[config.mk]
export PLATFORM = sky130hd
export DESIGN_NAME = load_store_unit
export DESIGN_NICKNAME = d
export VERILOG_FILES = /design/src/rtl/lsu_pkg.sv /design/src/rtl/lsu_lane_gen.sv /design/src/rtl/load_store_unit.sv
export SDC_FILE = /design/constraint.sdc
export NUM_CORES = 1
export LEC_CHECK = 0
export BUFFER_PORTS_ARGS = -buffer_cell sky130_fd_sc_hd__buf_4
export CORE_MARGIN = 5
export CORE_UTILIZATION = 45
export CTS_CLUSTER_SIZE = 8
export DETAILED_ROUTE_END_ITERATION = 6
export GPL_ROUTABILITY_DRIVEN = 0
export PLACE_DENSITY = 0.71
export SLEW_MARGIN = 5
export SYNTH_ARGS = -nofsm -noshare
export SYNTH_HDL_FRONTEND = slang
export SYNTH_SLANG_ARGS = --single-unit
[constraint.sdc]
create_clock -name clk -period 2.3 [get_ports clk]
set_input_delay 0.23 -clock clk [delete_from_list [all_inputs] [get_ports clk]]
set_output_delay 0.23 -clock clk [all_outputs]
set_load 0.01 [all_outputs]
[src/rtl/lsu_pkg.sv]
`default_nettype none
// ============================================================================
// Module      : lsu_pkg
// Description : Shared funct3 codes, FSM state encoding and decode helpers
//               for the load/store unit.
// Revision    : 1.0 - initial release
// ============================================================================
package lsu_pkg;

    localparam logic [2:0] F3_B  = 3'b000;
    localparam logic [2:0] F3_H  = 3'b001;
    localparam logic [2:0] F3_W  = 3'b010;
    localparam logic [2:0] F3_BU = 3'b100;
    localparam logic [2:0] F3_HU = 3'b101;

    typedef enum logic [1:0] {
        IDLE = 2'd0,
        ACC0 = 2'd1,
        ACC1 = 2'd2,
        RESP = 2'd3
    } lsu_state_e;

    // Access size in bytes from funct3[1:0].
    function automatic logic [2:0] lsu_size(input logic [1:0] f3_lo);
        case (f3_lo)
            2'b00:   return 3'd1;
            2'b01:   return 3'd2;
            default: return 3'd4;
        endcase
    endfunction

    function automatic logic lsu_illegal(input logic we, input logic [2:0] f3);
        return (f3 == 3'b011) || (f3 == 3'b110) || (f3 == 3'b111) || (we && f3[2]);
    endfunction

    function automatic logic lsu_misaligned(input logic [1:0] off, input logic [2:0] size);
        return ({2'b00, off} + {1'b0, size}) > 4'd4;
    endfunction

    function automatic logic [31:0] lsu_extend(input logic [2:0] f3, input logic [31:0] raw);
        case (f3)
            F3_B:    return {{24{raw[7]}}, raw[7:0]};
            F3_H:    return {{16{raw[15]}}, raw[15:0]};
            F3_BU:   return {24'd0, raw[7:0]};
            F3_HU:   return {16'd0, raw[15:0]};
            default: return raw;
        endcase
    endfunction

endpackage
`default_nettype wire

[src/rtl/lsu_lane_gen.sv]
`default_nettype none
// ============================================================================
// Module      : lsu_lane_gen
// Description : Byte-lane write enables and lane-rotated store data for one
//               word access (phase 0 = first word, phase 1 = spill word).
// Revision    : 1.0 - initial release
// ============================================================================
import lsu_pkg::*;

module lsu_lane_gen (
    input  logic [1:0]  off,
    input  logic [2:0]  size,
    input  logic        phase,
    input  logic [31:0] wdata,
    output logic [3:0]  mem_we,
    output logic [31:0] mem_din
);

    logic [3:0] w_base;
    logic [7:0] w_span;

    always_comb begin
        case (size)
            3'd1:    w_base = 4'b0001;
            3'd2:    w_base = 4'b0011;
            default: w_base = 4'b1111;
        endcase
        // Lanes past byte 3 spill into the low lanes of the next word.
        w_span = {4'b0000, w_base} << off;
        mem_we = phase ? w_span[7:4] : w_span[3:0];

        case (off)
            2'd0:    mem_din = wdata;
            2'd1:    mem_din = {wdata[23:0], wdata[31:24]};
            2'd2:    mem_din = {wdata[15:0], wdata[31:16]};
            default: mem_din = {wdata[7:0],  wdata[31:8]};
        endcase
    end

endmodule
`default_nettype wire

[src/rtl/load_store_unit.sv]
`default_nettype none
// ============================================================================
// Module      : load_store_unit
// Description : RV32 load/store to word-memory adapter. Misaligned accesses
//               are split in two when LSU_MISALIGN_SPLIT_EN is defined,
//               otherwise they return an error without touching memory.
// Revision    : 1.0 - initial release
// ============================================================================
import lsu_pkg::*;

module load_store_unit #(
    parameter int AW = 32,
    parameter int DW = 32
) (
    input  logic          clk,
    input  logic          rst_n,
    input  logic          req_valid,
    output logic          req_ready,
    input  logic          req_we,
    input  logic [2:0]    req_funct3,
    input  logic [AW-1:0] req_addr,
    input  logic [DW-1:0] req_wdata,
    output logic          rsp_valid,
    output logic [DW-1:0] rsp_rdata,
    output logic          rsp_err,
    output logic [AW-1:0] mem_addr,
    output logic [DW-1:0] mem_din,
    output logic [3:0]    mem_we,
    input  logic [DW-1:0] mem_dout
);

    lsu_state_e    r_state;
    lsu_state_e    w_state_nxt;
    logic [AW-1:0] r_addr;
    logic          r_we;
    logic [2:0]    r_funct3;
    logic [DW-1:0] r_wdata;

    logic [1:0]    w_off;
    logic [2:0]    w_size;
    logic          w_req_err;
    logic          w_in_acc;
    logic          w_done;
    logic [AW-1:0] w_word_addr;
    logic [3:0]    w_lane_we;
    logic [31:0]   w_lane_din;
    logic [31:0]   w_lo;
    logic [23:0]   w_hi;
    logic [31:0]   w_raw;

    assign w_off  = r_addr[1:0];
    assign w_size = lsu_size(r_funct3[1:0]);

`ifdef LSU_MISALIGN_SPLIT_EN
    logic        w_misal;
    logic [31:0] r_w0;

    assign w_misal   = lsu_misaligned(w_off, w_size);
    assign w_req_err = lsu_illegal(req_we, req_funct3);
    assign w_lo      = (r_state == ACC1) ? r_w0 : mem_dout;
    assign w_hi      = (r_state == ACC1) ? mem_dout[23:0] : 24'd0;
`else
    assign w_req_err = lsu_illegal(req_we, req_funct3) ||
                       lsu_misaligned(req_addr[1:0], lsu_size(req_funct3[1:0]));
    assign w_lo      = mem_dout;
    assign w_hi      = 24'd0;
`endif

    always_comb begin
        w_state_nxt = r_state;
        case (r_state)
            IDLE: begin
                if (req_valid) begin
                    w_state_nxt = w_req_err ? RESP : ACC0;
                end
            end
            ACC0: begin
`ifdef LSU_MISALIGN_SPLIT_EN
                w_state_nxt = w_misal ? ACC1 : RESP;
`else
                w_state_nxt = RESP;
`endif
            end
`ifdef LSU_MISALIGN_SPLIT_EN
            ACC1:    w_state_nxt = RESP;
`endif
            RESP:    w_state_nxt = IDLE;
            default: w_state_nxt = IDLE;
        endcase
    end

    assign req_ready   = (r_state == IDLE);
    assign rsp_valid   = (r_state == RESP);
    assign w_in_acc    = (r_state == ACC0) || (r_state == ACC1);
    assign w_done      = ((r_state == ACC0) && (w_state_nxt == RESP)) || (r_state == ACC1);
    assign w_word_addr = {r_addr[AW-1:2], 2'b00};

    lsu_lane_gen u_lane_gen (
        .off     (w_off),
        .size    (w_size),
        .phase   (r_state == ACC1),
        .wdata   (r_wdata),
        .mem_we  (w_lane_we),
        .mem_din (w_lane_din)
    );

    // Bus outputs depend only on registered state so reset clears them at once.
    assign mem_we   = (w_in_acc && r_we) ? w_lane_we : 4'b0000;
    assign mem_din  = w_in_acc ? w_lane_din : '0;
    assign mem_addr = (r_state == ACC0) ? w_word_addr :
                      (r_state == ACC1) ? w_word_addr + AW'(4) : '0;

    always_comb begin
        case (w_off)
            2'd0:    w_raw = w_lo;
            2'd1:    w_raw = {w_hi[7:0],  w_lo[31:8]};
            2'd2:    w_raw = {w_hi[15:0], w_lo[31:16]};
            default: w_raw = {w_hi[23:0], w_lo[31:24]};
        endcase
    end

    always_ff @(posedge clk or negedge rst_n) begin
        if (!rst_n) begin
            r_state   <= IDLE;
            r_addr    <= '0;
            r_we      <= 1'b0;
            r_funct3  <= 3'b000;
            r_wdata   <= '0;
            rsp_rdata <= '0;
            rsp_err   <= 1'b0;
`ifdef LSU_MISALIGN_SPLIT_EN
            r_w0      <= 32'd0;
`endif
        end else begin
            r_state <= w_state_nxt;
            if (req_valid && req_ready) begin
                r_addr   <= req_addr;
                r_we     <= req_we;
                r_funct3 <= req_funct3;
                r_wdata  <= req_wdata;
                if (w_req_err) begin
                    rsp_rdata <= '0;
                    rsp_err   <= 1'b1;
                end
            end
            if (w_done) begin
                rsp_err   <= 1'b0;
                rsp_rdata <= r_we ? '0 : lsu_extend(r_funct3, w_raw);
            end
`ifdef LSU_MISALIGN_SPLIT_EN
            if (r_state == ACC0) begin
                r_w0 <= mem_dout;
            end
`endif
        end
    end

endmodule
`default_nettype wire

==> impl_metrics.env, run 1 <==
export IMPL_drt_pass1_iterations=6
export IMPL_arrival_ns=2.29
export IMPL_fp_row_count=44
export IMPL_post_route_period_util_pct=110
export IMPL_dpl_hpwl_um=14000
export IMPL_clkTransAtPathRegs_ns=0.07
export IMPL_maxCapViolCount=0
export IMPL_syn_avg_cell_area_um2=11.2
export IMPL_ys_flop_type="dfrtp_1"
export IMPL_vias=5884
export IMPL_grt_overflow=0
export IMPL_endpoint_kind="output port"
export IMPL_timing_rr_start="r_state[0]$_DFF_PN0_"
export IMPL_syn_area_um2=6510
export IMPL_clk_root_buffer_cell="clkbuf_16"
export IMPL_grt_start_max_net_pins=58
export IMPL_crit_chain="inv_2 -> ha_4 -> and4b_1 -> nand4_1 -> or4_4 -> a21oi_2 -> buf_4"
export IMPL_hold_viol=0
export IMPL_seq_area_frac_synth_pct=39.6
export IMPL_cts_max_path_buffers=2
export IMPL_synth_top_area_cell="dfrtp_1"
export IMPL_drc_errors=0
export IMPL_drive_gt1_share_pct=53.9
export IMPL_ys_seq_elements=103
export IMPL_reg2regPathDepth=6
export IMPL_r2r_end="rsp_rdata[29]$_DFFE_PN0P_"
export IMPL_grt_use_total_pct=23.2
export IMPL_die_y_um=130
export IMPL_syn_to_final_growth_pct=42.3
export IMPL_routedWlPerCell_um=20.0
export IMPL_failed_checks="negative setup slack"
export IMPL_crit_fanout=6
export IMPL_final_setup_skew_ns=0.00645
export IMPL_antenna_found_initial=0
export IMPL_fin_crit_ns=2.52
export IMPL_ys_types=57
export IMPL_crit_path_top_delay_cell="or4_4"
export IMPL_drt_iter0_drc=452
export IMPL_regToRegSetupSlack_ns=0.22
export IMPL_hold_start="req_addr[10]"
export IMPL_num_nets_final=931
export IMPL_worst_skew_pair_late_latency_ns=0.36
export IMPL_max_stage_delay_ns=0.50
export IMPL_cts_tree="built"
export IMPL_initial_core_util_pct=45.3
export IMPL_synth_edf_count=0
export IMPL_diodes=0
export IMPL_portBuffers=203
export IMPL_max_freq_mhz=397
export IMPL_netlist_instances=580
export IMPL_routed_wl_um=20200
export IMPL_min_path_type="in -> reg"
export IMPL_cts_buffers_inserted=9
export IMPL_hold_end="r_addr[10]$_DFFE_PN0P_"
export IMPL_power_mw=14.6
export IMPL_timing_final_ws_setup_ns=-0.220
export IMPL_rsz0062_at_grt="true"
export IMPL_worst_pin_slew_ns=0.681
export IMPL_critPathKind="reg -> out"
export IMPL_worstPathRequired_ns=2.07
export IMPL_grt_pass1_vias=5902
export IMPL_maxSlewViolCount=0
export IMPL_yosys_top_cells_area="dfrtp_1 (40%), mux2_2 (12%), mux4_2 (11%), mux2i_1 (3.5%), and2_1 (3.2%)"
export IMPL_synth_top_area_share_pct=39.6
export IMPL_post_place_ws_ns=0.0667
export IMPL_numPlacedInstances=962
export IMPL_core_area_um2=14400
export IMPL_pin_count=206
export IMPL_status="finished with violations"
export IMPL_clkSinkCount=103
export IMPL_finalNonFillerCells=1009
export IMPL_grt_pass1_wl_um=30800
export IMPL_ys_warn_count=0
export IMPL_power_leakage_nw=4.25
export IMPL_via_per_inst=5.83
export IMPL_htreeDepth=3
export IMPL_async_flop_share_pct=100
export IMPL_dieArea_um2=17000
export IMPL_max_slew_margin_pct=54.4
export IMPL_worstHoldPathCells=2
export IMPL_power_density_nw_per_um2=1570
export IMPL_die_w_um=130
export IMPL_hold_slack_ns=0.0996
export IMPL_cp_start_kind="flip-flop"
export IMPL_setup_viol=11
export IMPL_drtAntennaViolNets=0
export IMPL_ir_drop_mv=0.916
==> metrics by stage <==
stage | setup TNS [ns] | area [um2] | utilization (%)
detailed placement | 0 | 8450 | 58.8
CTS | -0.695 | 9110 | 63.4
global route | -2.54 | 9270 | 64.5
finish | -1.18 | 9270 | 64.5
floorplan | 0 | 6520 | -
global placement | 0 | 8450 | 58.8
==> cells by family after synthesis <==
group | synth area share [%]
and+or+nand+nor | 14.6
DFF | 39.6
buffers and inverters | 3.75
AOI/OAI and AO/OA | 12.6
xor gates and xnor gates | 1.08
other | 0.0576
muxes | 26.7
adders and majority gates | 1.65
==> synth_stat cells, types with 10 or more instances <==
library cell / count
a211o_1: 16
a21oi_1: 18
a22o_1: 10
and2_1: 33
buf_1: 11
clkbuf_1: 21
dfrtp_1: 103
mux2_2: 68
mux2i_1: 23
mux4_2: 33
nand2_1: 27
nand3_1: 13
nor2_1: 28
nor2b_1: 14
o21ai_0: 29
==> state kept, by name (all words and copies together) (netlist names) <==
register,flops
r_addr,32
r_funct3,3
r_state,2
r_wdata,32
r_we,1
rsp_err,1
rsp_rdata,32
==> report_power, final <==
group	leakage, nW	internal [mW]	switching (mW)	total (mW)
registers	1.26	2.64	0.928	3.56
clock network	0.156	0.894	0.735	1.63
logic	2.83	5.12	4.25	9.37
==> worst max-delay path, delay by kind of cell, from the launching register on <==
kind            cells  cell delay [ns]
compound gates      1             0.14
fa+ha+maj           1             0.18
buf+inv             2             0.21
flops               1             0.37
simple gates        3             1.03
==> layout by cell type (no fill, tap or decap), types with 6 or more instances in the layout <==
master,instances
a211o_1,16
a21oi_1,11
a21oi_2,7
a221o_1,8
a22o_1,10
a2bb2oi_1,8
a32o_1,7
and2_1,33
buf_12,8
buf_4,256
buf_6,7
clkbuf_16,9
dfrtp_1,98
inv_1,7
mux2_2,68
mux2i_1,23
mux4_2,33
nand2_1,25
nand3_1,9
nand4_1,6
nor2_1,27
nor2b_1,12
o21ai_0,27
o31ai_1,6
or4_4,9
==> cell type report <==
type,count,area [um2]
fill,1127,5100
tap,184,230
sequential,103,2590
multi-input combinational,426,3930
clock inverter,6,76.3
inverter,8,30.0
timing repair buffer,272,2170
clock buffer,10,239
==> repair_timing <==
action / CTS / global route
endpoints found under the setup margin: 28 / 37
cloned: 1 / 0
resized for setup: 37 / 26
pin swaps: 16 / 12
buffers inserted: 24 / 5
hold buffers: 1 / 0
hold endpoints to repair: 13 / 0
==> how the worst max path moves through the flow <==
| stage | slack (ns) | to | from | cells past startpoint |
|---|---|---|---|---|
| after floorplan | 0.07 | mem_addr[20] | r_state[1]$_DFF_PN0_ | 7 |
| after global placement | 0.10 | mem_addr[31] | r_state[0]$_DFF_PN0_ | 6 |
| after detailed placement | 0.07 | mem_addr[31] | r_state[0]$_DFF_PN0_ | 6 |
| after CTS | -0.13 | mem_addr[31] | r_addr[17]$_DFFE_PN0P_ | 5 |
| after global routing | -0.28 | mem_addr[31] | r_state[0]$_DFF_PN0_ | 6 |
| final | -0.22 | mem_addr[31] | r_state[1]$_DFF_PN0_ | 7 |
==> layer usage <==
| metal | vias to the layer above | GRT usage, % | share of wire, % |
|---|---|---|---|
| met2 | 242 | 38.4 | 50 |
| met4 | 0 | 6.54 | 2.0 |
| met3 | 33 | 7.70 | 9.3 |
| met5 | - | 0 | 0 |
| li1 | 2671 | - | - |
| met1 | 2938 | 29.1 | 39 |
Note: power is estimated with default switching activity, not from simulation.
==> run 2: changes to the inputs <==
--- a/config.mk
+++ b/config.mk
@@ -6,12 +6,13 @@
 export NUM_CORES = 1
 export LEC_CHECK = 0
 export BUFFER_PORTS_ARGS = -buffer_cell sky130_fd_sc_hd__buf_4
+export CELL_PAD_IN_SITES_DETAIL_PLACEMENT = 1
+export CELL_PAD_IN_SITES_GLOBAL_PLACEMENT = 2
 export CORE_MARGIN = 5
-export CORE_UTILIZATION = 45
-export CTS_CLUSTER_SIZE = 8
+export CORE_UTILIZATION = 32
 export DETAILED_ROUTE_END_ITERATION = 6
 export GPL_ROUTABILITY_DRIVEN = 0
-export PLACE_DENSITY = 0.71
+export PLACE_DENSITY = 0.79
 export SLEW_MARGIN = 5
 export SYNTH_ARGS = -nofsm -noshare
 export SYNTH_HDL_FRONTEND = slang
==> run 2 against run 1 <==
Effect of this change: the flow still finishes with violations (negative setup slack); cell area is 4.4% higher; maximum frequency up 1.7%; register-to-register slack improved by 0.06 ns; global-route usage down 3.9 points; non-clock buffer count increased by 23; critical endpoint unchanged; sequential power barely moved; clock-buffer cell count is 1 lower; clock skew increased by 0.0031 ns; power is 4.9% higher; worst hold slack improved by 0.0019 ns; critical path depth fell by 2.
==> impl_metrics.env, run 2 (synthesis results as in run 1) <==
export IMPL_status="finished with violations"
export IMPL_failed_checks="negative setup slack"
export IMPL_num_nets_final=954
export IMPL_maxSlewViolCount=0
export IMPL_fin_crit_ns=2.48
export IMPL_crit_fanout=5
export IMPL_cts_tree="built"
export IMPL_routedWlPerCell_um=20.8
export IMPL_endpoint_kind="output port"
export IMPL_timing_final_ws_setup_ns=-0.179
export IMPL_mostFrequentLayoutCell="buf_4"
export IMPL_max_slew_margin_pct=51.2
export IMPL_arrival_ns=2.25
export IMPL_min_path_type="in -> reg"
export IMPL_cts_buffers_inserted=9
export IMPL_power_density_nw_per_um2=1580
export IMPL_routed_wl_um=23300
export IMPL_die_y_um=153
export IMPL_htreeDepth=3
export IMPL_crit_chain="nand3_2 -> or4_4 -> or4_4 -> a21oi_2 -> buf_4"
export IMPL_power_leakage_nw=4.38
export IMPL_top_regs="r_addr: 32 flops, r_wdata: 32 flops, rsp_rdata: 32 flops"
export IMPL_max_freq_mhz=403
export IMPL_drt_met1_wl_um=9820
export IMPL_fill_cells=2197
export IMPL_wl_met2_um=11500
export IMPL_cp_start_kind="flip-flop"
export IMPL_wl_met3_um=1630
export IMPL_worstPathRequired_ns=2.07
export IMPL_top_layer="met4"
export IMPL_via_per_inst=5.33
export IMPL_setup_viol=9
export IMPL_pin_count=206
export IMPL_clkTransAtPathRegs_ns=0.08
export IMPL_core_area_um2=20200
export IMPL_hold_end="r_wdata[25]$_DFFE_PN0P_"
export IMPL_rsz0062_at_grt="true"
export IMPL_grt_use_total_pct=19.3
export IMPL_crit_path_frequent_cell="or4_4"
export IMPL_clkSinkCount=103
export IMPL_layout_common_cells="buf_4 (274), dfrtp_1 (96), mux2_2 (68)"
export IMPL_clk_root_buffer_cell="clkbuf_16"
export IMPL_vias=5960
export IMPL_maxCapViolCount=0
export IMPL_cts_max_path_buffers=2
export IMPL_drive_gt1_share_pct=56.6
export IMPL_diodes=0
export IMPL_dpl_hpwl_um=16800
export IMPL_hold_slack_ns=0.101
export IMPL_hold_viol=0
export IMPL_critPathKind="reg -> out"
export IMPL_syn_to_final_growth_pct=48.5
export IMPL_grt_overflow=0
export IMPL_ir_drop_mv=0.827
export IMPL_placed_area_um2=8620
export IMPL_reg2regPathDepth=8
export IMPL_worst_pin_slew_ns=0.732
export IMPL_grt_pass1_vias=6493
export IMPL_die_w_um=153
export IMPL_fp_row_count=52
export IMPL_timing_rr_start="r_state[0]$_DFF_PN0_"
export IMPL_register_area_um2=2590
export IMPL_multiInputGateArea_um2=4000
export IMPL_drt_pass1_iterations=4
export IMPL_final_setup_skew_ns=0.00956
export IMPL_postLayoutCellArea_um2=9680
export IMPL_crit_path_top_delay_cell="or4_4"
export IMPL_worstHoldPathCells=2
export IMPL_r2r_end="rsp_rdata[27]$_DFFE_PN0P_"
export IMPL_worst_skew_pair_late_latency_ns=0.36
export IMPL_antenna_found_initial=0
export IMPL_drt_iter0_drc=226
export IMPL_grt_pass1_wl_um=36300
export IMPL_post_route_period_util_pct=108
export IMPL_hold_start="req_wdata[25]"
export IMPL_drc_errors=0
export IMPL_initial_core_util_pct=32.3
export IMPL_max_stage_delay_ns=0.60
export IMPL_grt_start_max_net_pins=50
export IMPL_drtAntennaViolNets=0
export IMPL_regToRegSetupSlack_ns=0.28
export IMPL_portBuffers=203
export IMPL_dieArea_um2=23300
## run 2: per-layer routing
layer	vias to the layer above	GRT usage, %
met3	19	5.60
met5	-	0
met2	199	32.8
met1	3020	24.4
met4	0	4.37
li1	2722	-
## run 2: worst max-delay path: cells and delay by family, from the launching register on
kind	cells	cell delay [ns]
buffers and inverters	1	0.13
flip-flops	1	0.38
AND/OR/NAND/NOR	3	1.26
AO/OA/AOI/OAI	1	0.13
## run 2: timing repair
item / 4_1_cts / 5_1_grt
setup buffers: 27 / 16
pin swaps: 23 / 13
endpoints found under the hold margin: 46 / 0
setup endpoints to repair: 32 / 70
hold buffers: 1 / 0
cloned: 1 / 0
gates resized for setup: 40 / 47
## run 2: metrics by stage
| stage | setup TNS [ns] | instances | setup slack (ns) | utilization (%) | total power, mW |
|---|---|---|---|---|---|
| global placement | 0 | 1058 | 0.102 | 42.7 | 12.1 |
| detailed placement | 0 | 1058 | 0.00174 | 42.7 | 12.4 |
| finish | -1.03 | 1118 | -0.179 | 48.0 | 15.3 |
| CTS | -1.09 | 1103 | -0.171 | 46.4 | 15.0 |
| floorplan | 0 | 581 | 0.0665 | - | 8.57 |
| global route | -2.38 | 1118 | -0.299 | 48.0 | 16.3 |
## run 2: worst max-delay path by stage
stage / cells after the start / end / start
after floorplan: 7 / mem_addr[20] / r_state[1]$_DFF_PN0_
after global placement: 7 / mem_addr[31] / r_state[1]$_DFF_PN0_
after detailed placement: 8 / rsp_rdata[27]$_DFFE_PN0P_ / req_funct3[1]
after CTS: 5 / mem_addr[31] / r_addr[19]$_DFFE_PN0P_
after global routing: 6 / mem_addr[31] / r_state[0]$_DFF_PN0_
final: 5 / mem_addr[31] / r_addr[17]$_DFFE_PN0P_
## run 2: area by class of cell
class                      instances  share of cell area [%]
clock buffer                       9                    2.33
sequential                       103                    26.8
clock inverter                     7                    1.31
multi-input combinational        426                    41.3
tap                              270                    3.49
timing repair buffer             295                    24.5
inverter                           8                   0.310
## run 2: power breakdown
group / switching [mW] / internal (mW) / leakage, nW / total (mW)
clock: 0.766 / 1.08 / 0.169 / 1.85
sequential: 0.896 / 2.64 / 1.26 / 3.54
combinational: 4.55 / 5.34 / 2.95 / 9.89
total: 6.22 / 9.06 / 4.38 / 15.3
==> run 3: changes to the inputs <==
--- a/config.mk
+++ b/config.mk
@@ -8,12 +8,13 @@
 export BUFFER_PORTS_ARGS = -buffer_cell sky130_fd_sc_hd__buf_4
 export CELL_PAD_IN_SITES_DETAIL_PLACEMENT = 1
 export CELL_PAD_IN_SITES_GLOBAL_PLACEMENT = 2
+export CORE_ASPECT_RATIO = 0.75
 export CORE_MARGIN = 5
 export CORE_UTILIZATION = 32
 export DETAILED_ROUTE_END_ITERATION = 6
 export GPL_ROUTABILITY_DRIVEN = 0
 export PLACE_DENSITY = 0.79
-export SLEW_MARGIN = 5
+export SLEW_MARGIN = 15
 export SYNTH_ARGS = -nofsm -noshare
 export SYNTH_HDL_FRONTEND = slang
 export SYNTH_SLANG_ARGS = --single-unit
==> run 3 against run 2 <==
Effect of this change: cell area down 1.6%; cell count down 2.1%; core utilization down 0.72 points; sequential share of layout area up 0.41 points; maximum frequency down 0.18%; worst hold slack worse by 0.00052 ns; critical endpoint is now mem_addr[29]; non-clock buffer count down 11; critical path depth unchanged; the flow still finishes with violations (negative setup slack); sequential power down 1%.
==> impl_metrics.env, run 3 (synthesis results as in run 1) <==
export IMPL_status="finished with violations"
export IMPL_failed_checks="negative setup slack"
export IMPL_core_area_um2=20200
export IMPL_drive_gt1_share_pct=55.2
export IMPL_p_seq_share_pct=23.4
export IMPL_grt_start_max_net_pins=53
export IMPL_power_report_internal_total_mw=8.88
export IMPL_clkSinkCount=103
export IMPL_ir_drop_mv=0.525
export IMPL_endpoint_kind="output port"
export IMPL_cp_start_kind="flip-flop"
export IMPL_maxCapViolCount=0
export IMPL_critPathKind="reg -> out"
export IMPL_crit_fanout=5
export IMPL_routedWlPerCell_um=21.2
export IMPL_drc_errors=0
export IMPL_fin_crit_ns=2.48
export IMPL_hold_slack_ns=0.101
export IMPL_hold_viol=0
export IMPL_grt_overflow=0
export IMPL_timing_final_ws_setup_ns=-0.183
export IMPL_diodes=0
export IMPL_power_leakage_nw=4.35
export IMPL_power_mw=14.9
export IMPL_rsz0062_at_grt="true"
export IMPL_arrival_ns=2.25
export IMPL_via_per_inst=5.38
export IMPL_power_density_nw_per_um2=1570
export IMPL_cts_tree="built"
export IMPL_drt_pass1_iterations=4
export IMPL_clk_root_buffer_cell="clkbuf_16"
export IMPL_max_slew_margin_pct=60.0
export IMPL_layout_common_cells="buf_4 (264), dfrtp_1 (97), mux2_2 (68)"
export IMPL_num_nets_final=943
export IMPL_clkTransAtPathRegs_ns=0.08
export IMPL_max_freq_mhz=403
export IMPL_worst_pin_slew_ns=0.600
export IMPL_fp_row_count=45
export IMPL_grt_pass1_wl_um=36300
export IMPL_worst_skew_pair_late_latency_ns=0.36
export IMPL_routed_wl_um=23200
export IMPL_drt_iter0_drc=277
export IMPL_htreeDepth=3
export IMPL_cts_buffers_inserted=9
export IMPL_final_setup_skew_ns=0.0110
export IMPL_die_w_um=175
export IMPL_min_path_type="in -> reg"
export IMPL_maxSlewViolCount=0
export IMPL_pwr_share_clk_pct=11.3
export IMPL_initial_core_util_pct=32.3
export IMPL_cts_max_path_buffers=2
export IMPL_mostFrequentLayoutCell="buf_4"
export IMPL_die_y_um=134
export IMPL_antenna_found_initial=0
export IMPL_grt_pass1_vias=6392
export IMPL_worstPathRequired_ns=2.07
export IMPL_setup_viol=9
export IMPL_post_route_period_util_pct=108
export IMPL_utilization_pct=47.3
export IMPL_dieArea_um2=23300
export IMPL_dpl_hpwl_um=16600
export IMPL_p_sw_share_pct=40.6
export IMPL_switchingPower_mw=6.07
export IMPL_portBuffers=203
export IMPL_vias=5887
export IMPL_top_regs="r_addr: 32 flops, r_wdata: 32 flops, rsp_rdata: 32 flops"
export IMPL_drtAntennaViolNets=0
export IMPL_pin_count=206
export IMPL_grt_use_total_pct=19.4
export IMPL_combinationalPowerShare_pct=65.2
export IMPL_syn_to_final_growth_pct=46.2
[run 3: cell types whose count changed in the layout (fill, tap and decap cells not counted), sizes merged]
cell	delta
bufinv	-2
clkinvlp	-1
clkbuf	+3
clkinv	+1
buf	-12
[run 3: power by group through the flow]
stage	combinational [mW]	sequential [mW]	clock [mW]
after global placement	8.47	3.52	0
after floorplan	5.26	3.31	0
after detailed placement	8.73	3.63	0
final	9.75	3.50	1.69
after CTS	9.37	3.48	1.75
after global routing	10.6	3.63	1.82
[run 3: per-stage QoR]
stage	instances	area (um2)	TNS [ns]	setup slack (ns)
after floorplan	581	6520	0	0.0665
after global placement	1040	8590	0	0.0900
after detailed placement	1040	8590	0	0.0413
after CTS	1080	9250	-1.16	-0.164
after global routing	1095	9530	-1.76	-0.231
final	1095	9530	-0.926	-0.183
[run 3: final cells by class]
class,count,area (um2)
Fill cell,2194,10600
Multi-Input combinational cell,426,3950
Sequential cell,103,2590
Timing Repair Buffer,284,2310
Tap cell,258,323
Clock buffer,11,253
Clock inverter,5,70.1
Inverter,8,30.0
[run 3: what timing repair did]
item	in CTS	in global routing
buffers inserted	23	15
pin swaps	19	16
gates cloned	1	1
endpoints found under the hold margin	20	0
resized for setup	36	39
hold buffers	1	0
endpoints found under the setup margin	52	58
[run 3: layer usage]
layer | global-route usage (%) | wire length, um | vias to the layer above
li1 | - | - | 2694
met1 | 26.6 | 10500 | 3005
met2 | 30.7 | 10900 | 171
met3 | 5.36 | 1490 | 17
met4 | 4.36 | 258 | 0
met5 | 0 | 0 | -
[run 3: worst paths after layout]
kind / start / end / slack (ns) / depth (start not counted)
min in group asynchronous: rst_n / r_addr[16]$_DFFE_PN0P_ / 0.31 / 2
worst min-delay path: req_addr[27] / r_addr[27]$_DFFE_PN0P_ / 0.10 / 2
worst min register to register: rsp_rdata[6]$_DFFE_PN0P_ / rsp_rdata[6]$_DFFE_PN0P_ / 0.50 / 1
worst max register to register: r_state[0]$_DFF_PN0_ / rsp_rdata[25]$_DFFE_PN0P_ / 0.16 / 6
worst max-delay path: r_addr[19]$_DFFE_PN0P_ / mem_addr[29] / -0.18 / 5
max in group asynchronous: rst_n / r_wdata[8]$_DFFE_PN0P_ / 1.23 / 3
[run 3: critical path, stage by stage (launching register included)]
cell     delay (ns)
dfrtp_1        0.39
nand3_2        0.12
or4_4          0.61
or4_4          0.50
a21oi_2        0.15
buf_4          0.13
